--- src/rtl/wb_stage_pkg.sv ---
// Shared definitions for the write-back stage: data-bus width, instruction-type tags
// and the skid-buffer state encoding.
package wb_stage_pkg;

  localparam int REG_BUS = 64;

  localparam logic [4:0] ITYPE_ALU    = 5'd0;
  localparam logic [4:0] ITYPE_LOAD   = 5'd1;
  localparam logic [4:0] ITYPE_STORE  = 5'd2;
  localparam logic [4:0] ITYPE_BRANCH = 5'd3;
  localparam logic [4:0] ITYPE_JUMP   = 5'd4;
  localparam logic [4:0] ITYPE_CSR    = 5'd5;

  typedef enum logic [1:0] {
    WB_EMPTY = 2'd0,
    WB_ONE   = 2'd1,
    WB_FULL  = 2'd2
  } wb_state_e;

endpackage

--- src/rtl/wb_stage_skid_buf.sv ---
// Generic 2-entry valid/ready skid buffer with flush.
// HEAD is the oldest entry; the youngest entry (SKID when FULL, else HEAD) is exported.
module wb_stage_skid_buf
  import wb_stage_pkg::*;
#(
  parameter int W = 8
) (
  input  logic         clk,
  input  logic         rst,
  input  logic         in_valid,
  output logic         in_ready,
  input  logic [W-1:0] in_data,
  input  logic         flush,
  input  logic         out_ready,
  output logic         head_valid,
  output logic [W-1:0] head_data,
  output logic         young_valid,
  output logic [W-1:0] young_data
);

  wb_state_e    state_reg, state_next;
  logic [W-1:0] head_reg, head_next;
  logic [W-1:0] skid_reg, skid_next;
  logic         ready_reg;
  logic         acc, drn;

  always_ff @(posedge clk) begin
    if (rst) begin
      state_reg <= WB_EMPTY;
      head_reg  <= '0;
      skid_reg  <= '0;
      ready_reg <= 1'b1;
    end else begin
      state_reg <= state_next;
      head_reg  <= head_next;
      skid_reg  <= skid_next;
      ready_reg <= (state_next != WB_FULL);
    end
  end

  // Vacated entries are zeroed so the payload outputs read 0 when not valid.
  always_comb begin
    acc        = in_valid & ready_reg & ~flush;
    drn        = (state_reg != WB_EMPTY) & out_ready;
    state_next = state_reg;
    head_next  = head_reg;
    skid_next  = skid_reg;
    if (flush) begin
      state_next = WB_EMPTY;
      head_next  = '0;
      skid_next  = '0;
    end else begin
      case (state_reg)
        WB_EMPTY: begin
          if (acc) begin
            state_next = WB_ONE;
            head_next  = in_data;
          end
        end
        WB_ONE: begin
          if (acc && !drn) begin
            state_next = WB_FULL;
            skid_next  = in_data;
          end else if (acc && drn) begin
            head_next = in_data;
          end else if (drn) begin
            state_next = WB_EMPTY;
            head_next  = '0;
          end
        end
        WB_FULL: begin
          if (drn) begin
            state_next = WB_ONE;
            head_next  = skid_reg;
            skid_next  = '0;
          end
        end
        default: begin
          state_next = WB_EMPTY;
          head_next  = '0;
          skid_next  = '0;
        end
      endcase
    end
  end

  always_comb begin
    in_ready    = ready_reg;
    head_valid  = (state_reg != WB_EMPTY);
    head_data   = head_reg;
    young_valid = (state_reg != WB_EMPTY);
    young_data  = (state_reg == WB_FULL) ? skid_reg : head_reg;
  end

endmodule

--- src/rtl/wb_stage.sv ---
// Write-back stage: buffers execute results, drives the register-file write port and
// forwarding. Optional performance counters are enabled with `define WB_PERF_CNT_EN.
module wb_stage
  import wb_stage_pkg::*;
#(
  parameter int XLEN    = REG_BUS,
  parameter int RADDR_W = 5,
  parameter int ITYPE_W = 5
) (
  input  logic               clk,
  input  logic               rst,
  input  logic               ex_valid_i,
  output logic               ex_ready_o,
  input  logic               ex_rd_wen_i,
  input  logic [RADDR_W-1:0] ex_rd_addr_i,
  input  logic [XLEN-1:0]    ex_rd_data_i,
  input  logic [ITYPE_W-1:0] ex_inst_type_i,
  input  logic               flush_i,
  input  logic               rf_ready_i,
  output logic               rf_wen_o,
  output logic [RADDR_W-1:0] rf_waddr_o,
  output logic [XLEN-1:0]    rf_wdata_o,
  output logic               retire_o,
  output logic [ITYPE_W-1:0] retire_type_o,
  output logic               fwd_valid_o,
  output logic [RADDR_W-1:0] fwd_addr_o,
  output logic [XLEN-1:0]    fwd_data_o
`ifdef WB_PERF_CNT_EN
  ,
  output logic [63:0]        perf_retired_o,
  output logic [63:0]        perf_stall_o
`endif
);

  localparam int EW = 1 + RADDR_W + XLEN + ITYPE_W;

  logic [EW-1:0]      in_entry, head_entry, young_entry;
  logic               head_valid, young_valid, drn;
  logic               head_wen, young_wen;
  logic [RADDR_W-1:0] head_addr, young_addr;
  logic [XLEN-1:0]    head_data, young_data;
  logic [ITYPE_W-1:0] head_type;
  logic               unused_young_type;

  assign in_entry = {ex_rd_wen_i, ex_rd_addr_i, ex_rd_data_i, ex_inst_type_i};

  wb_stage_skid_buf #(.W(EW)) u_skid (
    .clk         (clk),
    .rst         (rst),
    .in_valid    (ex_valid_i),
    .in_ready    (ex_ready_o),
    .in_data     (in_entry),
    .flush       (flush_i),
    .out_ready   (rf_ready_i),
    .head_valid  (head_valid),
    .head_data   (head_entry),
    .young_valid (young_valid),
    .young_data  (young_entry)
  );

  assign {head_wen, head_addr, head_data, head_type} = head_entry;
  assign young_wen         = young_entry[EW-1];
  assign young_addr        = young_entry[EW-2 -: RADDR_W];
  assign young_data        = young_entry[ITYPE_W +: XLEN];
  assign unused_young_type = ^young_entry[ITYPE_W-1:0];

  // x0 results still retire; only the register-file write is suppressed.
  always_comb begin
    drn           = head_valid & rf_ready_i;
    retire_o      = drn & ~flush_i;
    rf_wen_o      = retire_o & head_wen & (head_addr != '0);
    rf_waddr_o    = head_valid ? head_addr : '0;
    rf_wdata_o    = head_valid ? head_data : '0;
    retire_type_o = head_valid ? head_type : '0;
    fwd_valid_o   = young_valid & young_wen & (young_addr != '0);
    fwd_addr_o    = fwd_valid_o ? young_addr : '0;
    fwd_data_o    = fwd_valid_o ? young_data : '0;
  end

`ifdef WB_PERF_CNT_EN
  always_ff @(posedge clk) begin
    if (rst) begin
      perf_retired_o <= '0;
      perf_stall_o   <= '0;
    end else begin
      if (retire_o)
        perf_retired_o <= perf_retired_o + 64'd1;
      if (head_valid && !rf_ready_i)
        perf_stall_o <= perf_stall_o + 64'd1;
    end
  end
`endif

endmodule

--- config.mk ---
export PLATFORM = sky130hd
export DESIGN_NAME = wb_stage
export DESIGN_NICKNAME = d
export VERILOG_FILES = /design/src/rtl/wb_stage_pkg.sv /design/src/rtl/wb_stage_skid_buf.sv /design/src/rtl/wb_stage.sv
export SDC_FILE = /design/constraint.sdc
export NUM_CORES = 1
export LEC_CHECK = 0
export ABC_AREA = 0
export BUFFER_PORTS_ARGS = -buffer_cell sky130_fd_sc_hd__buf_2
export CELL_PAD_IN_SITES_DETAIL_PLACEMENT = 1
export CELL_PAD_IN_SITES_GLOBAL_PLACEMENT = 1
export CORE_ASPECT_RATIO = 1.75
export CORE_MARGIN = 2
export CORE_UTILIZATION = 25
export CTS_BUF_LIST = sky130_fd_sc_hd__clkbuf_2 sky130_fd_sc_hd__clkbuf_4 sky130_fd_sc_hd__clkbuf_8
export CTS_CLUSTER_DIAMETER = 30
export DETAILED_ROUTE_END_ITERATION = 16
export PLACE_DENSITY = 0.61
export SYNTH_ARGS = -nofsm -noshare
export SYNTH_HDL_FRONTEND = slang
export SYNTH_HIERARCHICAL = 1
export SYNTH_SLANG_ARGS = --single-unit
--- constraint.sdc ---
create_clock -name clk -period 2.3 [get_ports clk]
set_clock_uncertainty 0.15 [all_clocks]
set_input_delay 0.115 -clock clk [delete_from_list [all_inputs] [get_ports clk]]
set_output_delay 0.115 -clock clk [all_outputs]
set_load 0.05 [all_outputs]
After elaboration in Yosys (flattened, before gate mapping) --
Index checks and enable logic that the tools add are counted.
Operators by class: reduce and logical (&&, ||, !) cells 10, muxes and demuxes 21, equality and inequality tests 8, bitwise logic cells 10
Operators with widths (count):
- $mux W75 | 7
- $pmux W75 S3 | 2
- $mux W64 | 2
- $mux W5 | 3
- $mux W2 | 6
- $reduce_bool A5 Y1 | 2
- $and A1 B1 Y1 | 8
- $ne A2 B2 Y1 const B | 3
- $pmux W2 S3 | 1
- $ne A2 B1 Y1 const B | 2
- $reduce_and A4 Y1 | 1
- $ne A3 B2 Y1 const B | 1
- $reduce_and A3 Y1 | 1
- $eq A2 B1 Y1 const B | 1
- $eq A2 B2 Y1 const B | 1
- $logic_and A1 B1 Y1 | 2
- $logic_not A2 Y1 | 1
- $not A1 Y1 | 2
- $reduce_bool A2 Y1 | 1
- $reduce_or A2 Y1 | 1
- $logic_not A1 Y1 | 1
Word-level totals: flip-flop bits (word level) 153, input port bits 80, output and inout port bits 147, logic and storage cells 53

Longest topological paths before layout --
depth in word-level cells 8, mapped depth 9, gate-level depth less buffers 4

Modules after synthesis --
The synthesis kept the hierarchy.
Modules (own cells, without submodules):
- wb_stage_skid_buf | cells an instance 776, times used 1, area an instance 6919.1 sq um, sequential area each 3062.9 sq um
- wb_stage | cells an instance 255, times used 1, area an instance 1362.6 sq um, sequential area each 0.0 sq um

Worst setup path after synthesis --
OpenSTA, ideal clock, no wires.
kind register to output, start point register u_skid.state_reg[0], end point output port fwd_data_o[15], stages on the path, launching flop included 9, arrival 2.316 ns, setup slack -0.281 ns, required time 2.035 ns, path through dfxtp_1 nand2b_1 buf_2 buf_2 mux2_2 inv_1 buf_2 clkbuf_1 a21oi_1
On the way: word-level cells in the longest chain between the ends 5
RTL lines:
- from (decl) | RTL line wb_stage_skid_buf.sv:21 | wb_state_e state_reg, state_next;
- from (signal assigned) | RTL line wb_stage_skid_buf.sv:34 | state_reg <= state_next;
- $eq A2 B2 Y1 | RTL line wb_stage_skid_buf.sv:92 | young_data = (state_reg == WB_FULL) ? skid_reg : head_reg;
- $mux W75 | RTL line wb_stage_skid_buf.sv:92
- named net young_entry[71] | RTL line wb_stage.sv:37 | logic [EW-1:0] in_entry, head_entry, young_entry;
- $reduce_bool A5 Y1 | RTL line wb_stage.sv:75 | fwd_valid_o = young_valid & young_wen & (young_addr != '0);
- $and A1 B1 Y1 | RTL line wb_stage.sv:75
- $mux W64 | RTL line wb_stage.sv:77 | fwd_data_o = fwd_valid_o ? young_data : '0;
- to (decl) | RTL line wb_stage.sv:27 | output logic [XLEN-1:0] fwd_data_o
The timed path passes the listed nets, and every way through them passes these cells.

Worst setup path in the final report --
start point register u_skid.state_reg[0], end point output port fwd_data_o[31]
The elaborated chain is that of the path after synthesis.

==> impl_metrics.yaml <==
synth:
  syn_avg_cell_area_um2: 8.02
  syn-instance-count: 1026
  synth_area_um2: 8230
  yosys_warnings: 6
  syn_nets: 1106
critical_path:
  end_kind: "output port"
  arrival_ns: 2.35
  crit_chain: "nand2b_4 > mux2_4 > nor4_4 > buf_12 > buf_12 > a21oi_4 > buf_6"
  cp-start-kind: "flop"
  rr_startpoint: "u_skid/state_reg[0]"
  crit_slowest_cell: "nor4_4"
  crit_fanout: 8
  startpoint: "u_skid/state_reg[0]"
  crit_required_ns: 2.04
  crit_path_frequent_cell: "buf_12"
  slowest_delay_ns: 0.37
  r2r_slack_ns: 0
  reg2reg_depth: 10
  reg2reg_to: "u_skid/head_data[29]"
  worst-setup-path-type: "flop to output port"
clock_network:
  cts_sinks: 153
  clk_path_buf_depth: 2
  clk_pin_slew_worst_paths_ns: 0.09
  clock-root-buffer: "clkbuf_8"
  h-tree-depth: 4
  cts_tree: "done"
  cts_made_buffers: 17
  clkLatencyLatePin_ns: 0.50
grt:
  antenna_found_initial: 1
  overflow: 0
  grt_pass1_vias: 9469
  grt_max_degree: 76
  track_usage: 0.204
  grt_pass1_wl_um: 54500
outcome:
  outcome: "finished, violations left"
  violations: "setup timing"
floorplan:
  dieArea_um2: 34400
  fp.dieH_um: 244
  ioPinCount: 227
  row_count: 87
  initial_core_util: 0.254
  core-area_um2: 32300
  die_w_um: 141
timing:
  clock.fmax_mhz: 382
  fin_ws_ns: -0.318
  rsz0062_at_grt: "true"
  slew_violations: 0
  fin_crit_sh: 1.14
  period_needed_ns: 2.62
  timing.slew.headroom: 0.614
  worst_pin_slew_ns: 0.580
  setup_viol_count_final: 82
  finalHoldViolCount: 0
final_layout:
  syn_to_final_growth_pct: 69.9
  drive_gt1_frac: 0.432
  fin_nets: 1400
  final_core_util: 0.432
placement:
  place_congestion: 0.758
  io_buffer_count: 226
  dp_hpwl_um: 21000
detailed_routing:
  detail_route.wl_per_cell_um: 23.2
  via_per_inst: 5.44
  first_iter_violations: 513
  vias: 9434
  wl_um: 40300
  drc: 0
  first_pass_iters: 5
  ant_nets: 0
flow_run:
  max_cap_violations: 0
worst_hold_path:
  hold_path_depth: 4
  hold_path_class: "input pin to flop"
  hold_end: "u_skid/in_ready"
  hp-start: "ex_valid_i"
power:
  ir_drop_mv: 0.374
  pwr_density_cell_nw_per_um2: 444
  p_leak_nw: 5.02
  total_power_w: 0.00621
==> stage by stage <==
stage	instances	area [µm²]	TNS (ns)	hold slack (ns)	setup WS, ns
after floorplan	1026	8560	-5.76	0.125	-0.113
after global placement	1572	10200	0	0.245	0.0844
after detailed placement	1572	10200	0	0.255	0.00756
after CTS	1700	12200	-22.83	0.0167	-0.380
after global routing	1733	14000	-30.79	0.0693	-0.415
final	1733	14000	-19.93	0.0668	-0.318
==> where the power goes <==
part	leakage, nW	switching (W)	total, W	internal, W
clock network	0.211	0.00114	0.00235	0.00121
logic	3.57	0.000632	0.00113	0.000499
registers	1.24	0.0000378	0.00273	0.00269
total	5.02	0.00181	0.00621	0.00440
==> cell usage in the layout (no fill, tap or decap), types with 3 or more instances in the layout <==
cell           instances
nand2_1              152
dfxtp_1              151
a22oi_1              150
buf_6                120
buf_2                 87
nor2_1                78
dlygate4sd3_1         76
a31oi_1               75
mux2_2                65
and2_4                58
a21oi_4               46
nand3_1               45
buf_12                35
buf_8                 26
buf_4                 23
a21oi_2               18
clkbuf_8              18
and2_1                16
clkbuf_16             16
nand3_2               11
nand3_4                8
mux2_4                 6
buf_16                 5
bufinv_16              4
nor2_4                 3
and3_4                 3
clkinv_2               3
clkinvlp_4             3
==> layer usage <==
metal | GRT usage | wire length (µm) | vias up
met2 | 0.371 | 21000 | 320
met5 | 0 | 0 | -
met1 | 0.224 | 15500 | 4726
li1 | - | - | 4284
met4 | 0.104 | 2130 | 0
met3 | 0.0341 | 1630 | 104
==> final cells by class <==
cell class | instances | area (µm²)
timing repair buffer | 388 | 4350
antenna | 1 | 2.50
fill | 3589 | 18400
inverter | 2 | 20.0
tap | 400 | 500
sequential | 153 | 3070
clock buffer | 19 | 255
clock inverter | 12 | 175
multi-input combinational | 758 | 5610
==> how the worst max path moves through the flow <==
| stage | to |
|---|---|
| floorplan | fwd_data_o[13] |
| global placement | fwd_data_o[16] |
| detailed placement | fwd_data_o[22] |
| CTS | fwd_data_o[31] |
| global route | fwd_data_o[9] |
| finish | fwd_data_o[31] |
==> worst max-delay path: cells and delay by family, from the launching register on <==
family / cells / cell delay, ns
and+or+nand+nor: 2 / 0.54
AOI/OAI and AO/OA: 1 / 0.08
muxes: 1 / 0.33
buffers and inverters: 3 / 0.56
DFF: 1 / 0.34
==> timing repair <==
item	CTS	global route
hold buffers	76	0
setup endpoints to repair	139	139
setup buffers	16	10
resized for setup	166	376
pin swaps	11	40
cloned	5	25
endpoints found under the hold margin	152	0
No activity file was read; power rests on OpenSTA's default activity.
